File: src/rtl/pipeline_pkg.sv
// Shared encodings and bundle types for the MEM stage and its helpers.
package pipeline_pkg;

    // RV32I load funct3 codes
    localparam logic [2:0] LB  = 3'b000;
    localparam logic [2:0] LH  = 3'b001;
    localparam logic [2:0] LW  = 3'b010;
    localparam logic [2:0] LBU = 3'b100;
    localparam logic [2:0] LHU = 3'b101;

    // RV32I store funct3 codes
    localparam logic [2:0] SB = 3'b000;
    localparam logic [2:0] SH = 3'b001;
    localparam logic [2:0] SW = 3'b010;

    // Writeback result source select
    localparam logic [1:0] RES_ALU  = 2'b00;
    localparam logic [1:0] RES_LOAD = 2'b01;
    localparam logic [1:0] RES_PC4  = 2'b10;

    typedef enum logic {IDLE, BUSY} mem_state_t;

    // Everything from EX/MEM that the stage needs to finish an op, frozen while BUSY
    typedef struct packed {
        logic        valid;
        logic        we;
        logic        reg_write;
        logic [1:0]  result_src;
        logic [2:0]  funct3;
        logic [4:0]  rd;
        logic [31:0] addr;
        logic [31:0] wdata;
        logic [31:0] pc_plus4;
    } mem_bundle_t;

    // MEM/WB pipeline register contents
    typedef struct packed {
        logic        valid;
        logic        reg_write;
        logic        misalign;
        logic [4:0]  rd;
        logic [1:0]  result_src;
        logic [31:0] alu_result;
        logic [31:0] read_data;
        logic [31:0] pc_plus4;
    } wb_bundle_t;

endpackage

File: src/rtl/load_store_align.sv
// Byte-lane steering for stores, lane select + extension for loads, alignment check.
module load_store_align
    import pipeline_pkg::*;
(
    input  logic [2:0]  funct3_i,
    input  logic [1:0]  addr_lo_i,
    input  logic        we_i,
    input  logic [31:0] wdata_i,
    input  logic [31:0] rdata_i,
    output logic [31:0] dwdata_o,
    output logic [3:0]  byte_en_o,
    output logic [31:0] load_data_o,
    output logic        misalign_o
);

    logic [31:0] shifted;
    logic [7:0]  byte_lane;
    logic [15:0] half_lane;

    assign shifted   = rdata_i >> {addr_lo_i, 3'b000};
    assign byte_lane = shifted[7:0];
    assign half_lane = addr_lo_i[1] ? rdata_i[31:16] : rdata_i[15:0];

    // Decode width from funct3; unknown codes fall back to a full word
    always_comb begin
        dwdata_o    = wdata_i;
        byte_en_o   = 4'b0000;
        load_data_o = rdata_i;
        misalign_o  = 1'b0;
        if (we_i) begin
            case (funct3_i)
                SB: begin
                    dwdata_o  = {4{wdata_i[7:0]}};
                    byte_en_o = 4'b0001 << addr_lo_i;
                end
                SH: begin
                    dwdata_o   = {2{wdata_i[15:0]}};
                    byte_en_o  = 4'b0011 << addr_lo_i;
                    misalign_o = addr_lo_i[0];
                end
                default: begin
                    dwdata_o   = wdata_i;
                    byte_en_o  = 4'b1111;
                    misalign_o = (addr_lo_i != 2'b00);
                end
            endcase
        end else begin
            case (funct3_i)
                LB:  load_data_o = {{24{byte_lane[7]}}, byte_lane};
                LBU: load_data_o = {24'h000000, byte_lane};
                LH: begin
                    load_data_o = {{16{half_lane[15]}}, half_lane};
                    misalign_o  = addr_lo_i[0];
                end
                LHU: begin
                    load_data_o = {16'h0000, half_lane};
                    misalign_o  = addr_lo_i[0];
                end
                default: begin
                    load_data_o = rdata_i;
                    misalign_o  = (addr_lo_i != 2'b00);
                end
            endcase
        end
    end

endmodule

File: src/rtl/mem_stage.sv
// MEM stage: data cache handshake, miss stall FSM, hold register and MEM/WB register.
module mem_stage
    import pipeline_pkg::*;
(
    input  logic        clk,
    input  logic        rst_n,
    input  logic        validM,
    input  logic        regWriteM,
    input  logic        memWriteM,
    input  logic [1:0]  resultSrcM,
    input  logic [2:0]  funct3M,
    input  logic [4:0]  rdM,
    input  logic [31:0] aluResultM,
    input  logic [31:0] writeDataM,
    input  logic [31:0] pcPlus4M,
    output logic        dReq,
    output logic        dWe,
    output logic [31:0] dAddr,
    output logic [31:0] dWdata,
    output logic [3:0]  dByteEn,
    input  logic [31:0] dRdata,
    input  logic        dReady,
    output logic        stallM,
    output logic [31:0] aluResultW,
    output logic [31:0] readDataW,
    output logic [31:0] pcPlus4W,
    output logic [1:0]  resultSrcW,
    output logic [4:0]  rdW,
    output logic        regWriteW,
    output logic        validW,
    output logic        misalignW
);

    mem_state_t  state_q, state_d;
    mem_bundle_t hold_q, hold_d;
    mem_bundle_t live, sel;
    wb_bundle_t  wb_q, wb_d;

    logic        busy;
    logic        live_mem;
    logic        misalign;
    logic        start;
    logic [31:0] load_data;

    assign live = '{
        valid:      validM,
        we:         memWriteM,
        reg_write:  regWriteM,
        result_src: resultSrcM,
        funct3:     funct3M,
        rd:         rdM,
        addr:       aluResultM,
        wdata:      writeDataM,
        pc_plus4:   pcPlus4M
    };

    assign busy     = (state_q == BUSY);
    // While BUSY the live inputs are ignored; everything comes from the hold register
    assign sel      = busy ? hold_q : live;
    assign live_mem = validM && (memWriteM || (resultSrcM == RES_LOAD));
    assign start    = !busy && live_mem && !misalign;

    load_store_align u_align (
        .funct3_i    (sel.funct3),
        .addr_lo_i   (sel.addr[1:0]),
        .we_i        (sel.we),
        .wdata_i     (sel.wdata),
        .rdata_i     (dRdata),
        .dwdata_o    (dWdata),
        .byte_en_o   (dByteEn),
        .load_data_o (load_data),
        .misalign_o  (misalign)
    );

    assign dWe   = sel.we;
    assign dAddr = {sel.addr[31:2], 2'b00};

    // Request/stall FSM; reset masks dReq/stallM combinationally so they drop at once
    always_comb begin
        state_d = state_q;
        dReq    = 1'b0;
        stallM  = 1'b0;
        case (state_q)
            IDLE: begin
                if (start) begin
                    dReq = 1'b1;
                    if (!dReady) begin
                        stallM  = 1'b1;
                        state_d = BUSY;
                    end
                end
            end
            BUSY: begin
                dReq = 1'b1;
                if (dReady) begin
                    state_d = IDLE;
                end else begin
                    stallM = 1'b1;
                end
            end
            default: state_d = IDLE;
        endcase
        if (!rst_n) begin
            dReq   = 1'b0;
            stallM = 1'b0;
        end
    end

    // Capture the request every IDLE cycle so BUSY sees the op that started the miss
    assign hold_d = busy ? hold_q : live;

    // MEM/WB next state: a bubble on every stalled edge, otherwise the finished op
    always_comb begin
        wb_d = '0;
        if (!stallM) begin
            wb_d.valid      = sel.valid;
            wb_d.misalign   = !busy && live_mem && misalign;
            wb_d.reg_write  = sel.valid && sel.reg_write && !wb_d.misalign;
            wb_d.rd         = sel.rd;
            wb_d.result_src = sel.result_src;
            wb_d.alu_result = sel.addr;
            wb_d.read_data  = load_data;
            wb_d.pc_plus4   = sel.pc_plus4;
        end
    end

    // State, hold and MEM/WB registers
    always_ff @(posedge clk or negedge rst_n) begin
        if (!rst_n) begin
            state_q <= IDLE;
            hold_q  <= '0;
            wb_q    <= '0;
        end else begin
            state_q <= state_d;
            hold_q  <= hold_d;
            wb_q    <= wb_d;
        end
    end

    assign validW     = wb_q.valid;
    assign regWriteW  = wb_q.reg_write;
    assign misalignW  = wb_q.misalign;
    assign rdW        = wb_q.rd;
    assign resultSrcW = wb_q.result_src;
    assign aluResultW = wb_q.alu_result;
    assign readDataW  = wb_q.read_data;
    assign pcPlus4W   = wb_q.pc_plus4;

endmodule
File: config.mk
export PLATFORM = sky130hd
export DESIGN_NAME = mem_stage
export DESIGN_NICKNAME = d
export VERILOG_FILES = /design/src/rtl/pipeline_pkg.sv /design/src/rtl/load_store_align.sv /design/src/rtl/mem_stage.sv
export SDC_FILE = /design/constraint.sdc
export NUM_CORES = 1
export LEC_CHECK = 0
export BUFFER_PORTS_ARGS = -buffer_cell sky130_fd_sc_hd__buf_2
export CAP_MARGIN = 20
export CORE_MARGIN = 4
export CORE_UTILIZATION = 54
export CTS_CLUSTER_DIAMETER = 200
export DETAILED_ROUTE_END_ITERATION = 6
export PLACE_DENSITY_LB_ADDON = 0.08
export SYNTH_ARGS = -nofsm -noshare
export SYNTH_HDL_FRONTEND = slang
export SYNTH_SLANG_ARGS = --single-unit
File: constraint.sdc
create_clock -name clk -period 3.7 [get_ports clk]
set_clock_uncertainty 0.05 [all_clocks]
set_input_delay 0.185 -clock clk [delete_from_list [all_inputs] [get_ports clk]]
set_output_delay 0.185 -clock clk [all_outputs]
set_load 0.01 [all_outputs]
* Yosys cells after proc, flatten, opt, wreduce, memory -nomap -nowiden
Index checks and enable logic that the tools add are counted.
** Storage, ports and cells
- Register bits :: 216
- Input bits :: 144
- Logic and storage cells :: 59
** Operators by class
- Equal/unequal tests :: 4
- Shift operators :: 3
- Muxes and demuxes :: 19
- Bitwise gates (word level) :: 1
- Reduce and logical (&&, ||, !) cells :: 14
** Operators by type and width (count)
- $pmux 32 s4 :: 1
- $mux 109 :: 1
- $mux 106 :: 1
- $mux 32 :: 2
- $pmux 32 s2 :: 1
- $shr 32x5->8 :: 1
- $mux 16 :: 1
- $pmux 1 s2 :: 4
- $pmux 4 s2 :: 1
- $eq 3x3->1 const B :: 2
- $logic_and 1x1->1 :: 6
- $mux 1 :: 6
- $mux 4 :: 1
- $reduce_or 2->1 :: 2
- $shl 1x2->4 const A :: 1
- $shl 2x2->4 const A :: 1
- $eq 3x1->1 const B :: 1
- $logic_not 1->1 :: 3
- $logic_not 3->1 :: 1
- $eq 2x1->1 const B :: 1
- $reduce_bool 2->1 :: 1
- $logic_or 1x1->1 :: 1
- $not 1->1 :: 1

* Depth between registers and ports, before layout
Gate-level depths: netlist (run 1).
- Depth in word-level cells :: 11
- Depth in mapped cells :: 9
- Depth with buffers taken out :: 6

* Cells and area by module
A second synthesis (run 1) with hierarchy kept.
** Second synthesis, totals
- Cell total of the unflattened synthesis :: 704
- Area, all modules :: 9140.0 um^2
** Modules (own cells, without submodules)
- mem_stage :: instances 1, cells an instance 500, area each 7746.2 um^2, sequential area each 5405.2 um^2
- load_store_align :: instances 1, cells an instance 204, area each 1393.8 um^2, sequential area each 0.0 um^2

* Worst setup path after synthesis (run 1)
OpenSTA, ideal clock, no wires.
- Kind :: register to register
- Start :: register state_q, in the netlist busy
- End :: register wb_q (netlist bit readDataW[22])
- Setup time :: 0.080 ns
- Data arrival time :: 1.998 ns
- Path slack :: 1.572 ns
- Stages on the path, launching flop included :: 8
- Period minus slack after synthesis :: 2.128 ns
- Path through :: dfrtp_1 -> buf_4 -> mux2i_4 -> mux4_2 -> o21ai_4 -> a21oi_4 -> buf_6 -> nor3_2
** RTL lines
- from (decl) :: line mem_stage.sv:34 : mem_state_t state_q, state_d;
- from (signal assigned) :: line mem_stage.sv:134 : state_q <= state_d;
- to (signal assigned) :: line mem_stage.sv:136 : wb_q <= wb_d;
- to (decl) :: line mem_stage.sv:37 : wb_bundle_t wb_q, wb_d;

* Final worst setup path (run 1)
- Start :: register state_q, in the netlist busy
- End :: output port stallM
** Between the ends
- Longest elaborated chain between the ends :: 10
- Elaborated cells between the ends (all ways) :: 19
- Classes of those cells :: 3 x eq/ne; 7 x mux; 1 x bitwise; 8 x reduce/logical
** RTL lines
- $mux 109
- $eq 3x1->1 (tied with other cells) :: line load_store_align.sv:31, load_store_align.sv:48
- $reduce_or 2->1 (no line)
- $pmux 1 s2 :: line load_store_align.sv:48 : case (funct3_i)
- $mux 1 :: line load_store_align.sv:30 : if (we_i) begin
- $logic_not 1->1 :: line mem_stage.sv:61 : assign start = !busy && live_mem && !misalign;
- $logic_and 1x1->1 :: line mem_stage.sv:61
- $mux 1 :: line mem_stage.sv:85 : if (start) begin
- $pmux 1 s2 (*) :: line mem_stage.sv:83 : case (state_q)
- $mux 1 (*) :: line mem_stage.sv:103 : if (!rst_n) begin
- to (decl) :: line mem_stage.sv:23 : output logic stallM,
Mark *: on every way between the ends. The rest lies on a longest branch, timed or not.

==> reports/summary.txt, run 1 <==
Outcome: completed
Main combinational cell family by area after synthesis: multiplexers
1st-pass router iterations: 4
Post-layout util: 0.7763
IO Count: 321
Sequential-to-total area share from yosys stat: 0.6089
Post-synth top area share: 0.6089
Critical path launch point type: register
Post-Synth Adder-Cell Area: 0
Critical-path cell list: mux2i_2, o211ai_1, a221oi_2, o211a_4, buf_2
Flop and latch count out of synthesis: 216
Slew headroom: 0.3980
GRT Overall Usage: 0.2582
Critical path's top delay family: compound AO/OA/AOI/OAI gates
Hold Path Sink: aluResultW[0]
1st-iter DRT viols: 327
Cell count after placement: 1,164
Nets: 1,252
Initial antenna violation count: 2
Synth async-reset ratio: 1.000
Fmax: 291.9 MHz
Largest net degree at the start of global routing: 78
TritonCTS buffer count: 22
RSZ-0062 raised after global routing: no
Worst hold start: aluResultM[0]
Setup repair bufs after CTS: 0
H-tree depth: 1
DR WL/cell: 18.17 um
LEAKAGE: 5.960 nW
Top cells by area, synth: dfrtp_1 61%, mux2_2 9.9%, nor2b_1 5.1%, mux2i_1 3.7%, buf_4 3.6%
Mapped cell area: 8877 sq um
Worst setup path category: register to primary output
Yosys cell types: 48
Root buf cell: clkbuf_16
Initial Util: 0.5548
Reg2reg setup slack: 630 ps
Vias in the first global route: 7,333
Min-Delay Path Class: input port to register
Clock sinks: 216
Crit end category: primary output
Antenna Nets Post-Route: 0
Post-DP HPWL: 15.69 mm
CP peak stage delay: 860 ps
Clk_lat worst skew: 490 ps
CTS clk-pin slew, worst paths: 60 ps
Worst-path fanout max: 45
Power Density: 484.4 nW/um^2
Die Footprint: 18,550 sq um
Crit Reg-Reg Endpoint: readDataW[20]
Cells after synthesis: 697
Maximum VDD drop: 0.3845 mV
Post-Route WL: 24.35 mm
WP data arrival: 3190 ps
Count leader, synth: dfrtp_1
Most frequent cells after synthesis: 216 x dfrtp_1, 78 x mux2_2, 72 x nor2b_1, 43 x buf_4, 37 x nor2_1
Die X: 136.2 um
Core Region: 16,000 sq um
CP Buf/Inv Count: 1
Final Hold Vio Count: 0
Crit-path slowest cell: dfrtp_4
Fin Setup TNS: 0 ps
Max-Cap Viols: 0
R2R depth: 6
Compound-Gate Fraction of Synth Area: 0.07301
RR Startpoint: busy
Worst Path Required: 3460 ps
Worst Hold Depth: 3
XOR/XNOR Fraction of Synth Area: 0
# setup viols final: 0
Post-Synth Simple-Gate Area: 0.09655
Floorplan row count: 46
Power Total: 6.017 mW
DIE HEIGHT: 136.2 um
Share of layout cells above drive strength 1: 0.4123
Gpl congestion: 0.8643
Vias per cell: 5.130
First-pass GRT wire length: 37.86 mm
Number of warnings issued by yosys: 0
Syn avg cell area: 12.74 sq um
Synth Flop Type: dfrtp_1
Port Buffers: 318
Multiplexer share of the synthesized area: 0.1469
CTS Buffer Depth: 3
# DRC: 0
Max Slew Vio Count: 0
Area growth, synth to finish: 39.92%
CTS tree: yes
Post-synth top area cell: dfrtp_1
Worst Tran Pin Value: 897.0 ps
Post-route insts no fill: 1,340
Global route overflow: 0
Period minus WS final: 3425 ps
Number of synthesized flops with an enable pin: 0
Vias: 6,874
Final period utilization: 0.9258
per-layer routing:
| metal | routed length [um] | track usage | share of wire |
|---|---|---|---|
| met5 | 14 | 0 | 0.00057 |
| met3 | 2011 | 0.06329 | 0.083 |
| met4 | 864 | 0.1002 | 0.035 |
| met2 | 12600 | 0.4604 | 0.52 |
| met1 | 8864 | 0.3000 | 0.36 |
worst max path at each step:
stage / end / start / slack (ps) / cells past startpoint
floorplan: readDataW[22] / busy / 1570 / 7
global placement: readDataW[16] / busy / 730 / 6
detailed placement: dWdata[25] / busy / 600 / 6
CTS: dWdata[25] / busy / 50 / 6
global route: stallM / busy / 20 / 5
finish: stallM / busy / 270 / 5
metrics by stage:
step | area, sq um | hold slack (ps) | worst slack [ps]
final | 12420 | 29.85 | 274.6
after global routing | 12420 | 42.93 | 19.86
after CTS | 12410 | 6.163 | 53.20
after detailed placement | 10310 | 128.9 | 601.8
after global placement | 10310 | 121.2 | 731.8
after floorplan | 8881 | -160.6 | 1572
cell type report:
type                       count  area, sq um
fill                        1023         3580
antenna                        1        2.502
inverter                      36        135.1
sequential                   216         5409
multi-input combinational    369         2818
tap                          216        270.3
clock buffer                  35        670.6
clock inverter                 4        70.07
timing repair buffer         463         3045
sequential cells by signal, indices dropped and copies added, names as in the netlist, 2 cells and up:
signal,count
hold_q,109
pcPlus4W,32
resultSrcW,2
aluResultW,32
readDataW,32
rdW,5
cell usage in the layout, fill, tap and decap left out, drive strengths merged, types with 23 or more instances in the layout:
cell type	n
dfrtp	216
dlygate4sd3	136
mux2i	37
nor2b	72
clkbuf	36
mux2	78
buf	326
inv	36
a21oi	32
o21ai	23
nor2	38
cells by family (layout without fill, tap and decap cells):
| kind of cell | Yosys count | in the layout |
|---|---|---|
| flops | 216 | 216 |
| simple gates | 154 | 154 |
| mux | 116 | 116 |
| buf+inv | 113 | 538 |
| compound gates | 97 | 97 |
| other cells | 1 | 3 |
what timing repair did:
| action | CTS | global route |
|---|---|---|
| gates resized for setup | 0 | 2 |
| endpoints found under the hold margin | 189 | 0 |
| hold buffers | 136 | 0 |
| endpoints found under the setup margin | 0 | 11 |
worst min-delay path, cell delays in order:
cell and delay [ps]:
buf_2 120, mux2i_4 110, nor2_1 110
power by group:
group	switching [mW]	internal [mW]
clock	0.864	1.38
combinational	0.583	0.511
sequential	0.0853	2.60
total	1.53	4.48
No activity file was read; power rests on OpenSTA's default activity.
==> inputs of run 2 (changes only) <==
- RECOVER_POWER: not set -> 50
==> run 2 against run 1 <==
Net effect: maximum frequency is essentially flat; worst setup slack improved by 0.90 ps; final area decreased by 1.2%; via count down 0.31%; core utilization fell by 0.95 points; total power shrank 0.66%; register-to-register slack about the same; global-route usage stayed put; sequential cell count stayed put; sequential share of layout area is 0.54 points higher.
==> reports/summary.txt, run 2 (synthesis results as in run 1) <==
Root buf cell: clkbuf_16 (unchanged)
Initial Util: 0.5548 (unchanged)
Vias in the first global route: 7,333 (unchanged)
# DRC: 0 (unchanged)
Gpl congestion: 0.8643 (unchanged)
Final instance area: 12,270 sq um (was 12,420 sq um)
Fmax: 292.0 MHz (was 291.9 MHz)
Worst-path fanout max: 45 (unchanged)
FILL cells: 1,089 (was 1,023)
GRT Overall Usage: 0.2582 (unchanged)
Most frequent cells in the layout: 215 x dfrtp_1, 210 x buf_2, 136 x dlygate4sd3_1 (was 317 x buf_2, 215 x dfrtp_1, 136 x dlygate4sd3_1)
Power Density: 487.1 nW/um^2 (was 484.4 nW/um^2)
Area growth, synth to finish: 38.21% (was 39.92%)
1st-iter DRT viols: 335 (was 327)
Reg with most FFs: hold_q (unchanged)
Outcome: completed (unchanged)
Die X: 136.2 um (unchanged)
Worst setup path category: register to primary output (unchanged)
Final period utilization: 0.9255 (was 0.9258)
DR WL/cell: 18.25 um (was 18.17 um)
Period minus WS final: 3424 ps (was 3425 ps)
Antenna Nets Post-Route: 0 (unchanged)
Max Slew Vio Count: 0 (unchanged)
Commonest non-fill, non-tap cell in the layout: dfrtp_1 (was buf_2)
CTS Buffer Depth: 3 (unchanged)
CP peak stage delay: 850 ps (was 860 ps)
1st-pass router iterations: 5 (was 4)
Floorplan row count: 46 (unchanged)
Post-layout util: 0.7668 (was 0.7763)
Placed inst area: 10,310 sq um (unchanged)
Worst Path Required: 3460 ps (about the same)
H-tree depth: 1 (unchanged)
Initial antenna violation count: 2 (unchanged)
Min-Delay Path Class: input port to register (unchanged)
Port Buffers: 318 (unchanged)
# setup viols final: 0 (unchanged)
Register Area: 5409 sq um (unchanged)
Fin Setup TNS: 0 ps (unchanged)
CP Buf/Inv Count: 1 (unchanged)
Vias per cell: 5.114 (was 5.130)
TritonCTS buffer count: 22 (unchanged)
Final Hold Vio Count: 0 (unchanged)
Critical-path cell list: mux2i_2, o211ai_1, a221oi_2, o211a_4, buf_2 (unchanged)
Share of layout cells above drive strength 1: 0.3063 (was 0.4123)
Clock sinks: 216 (unchanged)
Critical path's top delay family: compound AO/OA/AOI/OAI gates (unchanged)
WP data arrival: 3190 ps (about the same)
Maximum VDD drop: 0.3845 mV (about the same)
Post-DP HPWL: 15.69 mm (unchanged)
Largest register FFs: 109 (unchanged)
Pre-CTS WS: 601.8 ps (unchanged)
Final setup margin: 275.5 ps (was 274.6 ps)
Worst Tran Pin Value: 1457 ps (was 897.0 ps)
Slew headroom: 0.02898 (was 0.3980)
DIE HEIGHT: 136.2 um (unchanged)
CTS clk-pin slew, worst paths: 60 ps (about the same)
Max-Cap Viols: 0 (unchanged)
Nets: 1,252 (unchanged)
Crit-path slowest cell: dfrtp_4 (unchanged)
First-pass GRT wire length: 37.86 mm (unchanged)
LEAKAGE: 5.647 nW (was 5.960 nW)
RSZ-0062 raised after global routing: no (unchanged)
Core Region: 16,000 sq um (unchanged)
Multi-input logic area: 2805 sq um (was 2818 sq um)
Vias: 6,853 (was 6,874)
CTS tree: yes (unchanged)
Die Footprint: 18,550 sq um (unchanged)
Crit end category: primary output (unchanged)
Clk_lat worst skew: 490 ps (about the same)
Critical path launch point type: register (unchanged)
Largest net degree at the start of global routing: 78 (unchanged)
Global route overflow: 0 (unchanged)
IO Count: 321 (unchanged)
Post-Route WL: 24.46 mm (was 24.35 mm)
Power Total: 5.977 mW (was 6.017 mW)
[run 2: area by class of cell]
class                      instances  area share
inverter                          36     0.01101
multi-input combinational        369      0.2286
sequential                       216      0.4409
tap                              216     0.02203
timing repair buffer             463      0.2369
clock buffer                      35     0.05466
antenna                            1   0.0002040
clock inverter                     4    0.005711
[run 2: per-layer routing]
| metal | share of wire | global-route usage |
|---|---|---|
| met2 | 0.51 | 0.4604 |
| met5 | 0.00057 | 0 |
| met4 | 0.037 | 0.1002 |
| met3 | 0.083 | 0.06329 |
| met1 | 0.37 | 0.3000 |
[run 2: timing repair]
action | in CTS | in global routing
endpoints found under the hold margin | 189 | 0
resized for setup | 0 | 2
setup buffers | 0 | 0
hold buffers | 136 | 0
endpoints found under the setup margin | 0 | 11
[run 2: worst register-to-register path, cell delays in order, from the launching register on]
cell and delay [ps]:
dfrtp_4 850, mux2i_2 510, o211ai_1 190, a221oi_2 370
o211a_4 530, buf_4 340, nor3_1 90
[run 2: worst paths after layout]
kind	start	to	slack (ps)	cells past startpoint
max	busy	stallM	280	5
min	aluResultM[0]	busy	30	4
max reg2reg	busy	readDataW[20]	630	6
min reg2reg	hold_q[56]	hold_q[56]	430	2
max in group asynchronous	rst_n	hold_q[98]	1230	4
min in group asynchronous	rst_n	hold_q[97]	200	2
[run 2: metrics by stage]
stage / hold slack, ps / instances
floorplan: -160.6 / 698
global placement: 121.2 / 1164
detailed placement: 128.9 / 1164
CTS: 6.163 / 1339
global route: 53.10 / 1339
finish: 30.97 / 1340
[run 2: where the power goes]
group	switching (mW)	internal (mW)
combinational	0.584	0.469
clock	0.861	1.38
sequential	0.0888	2.60
total	1.53	4.44
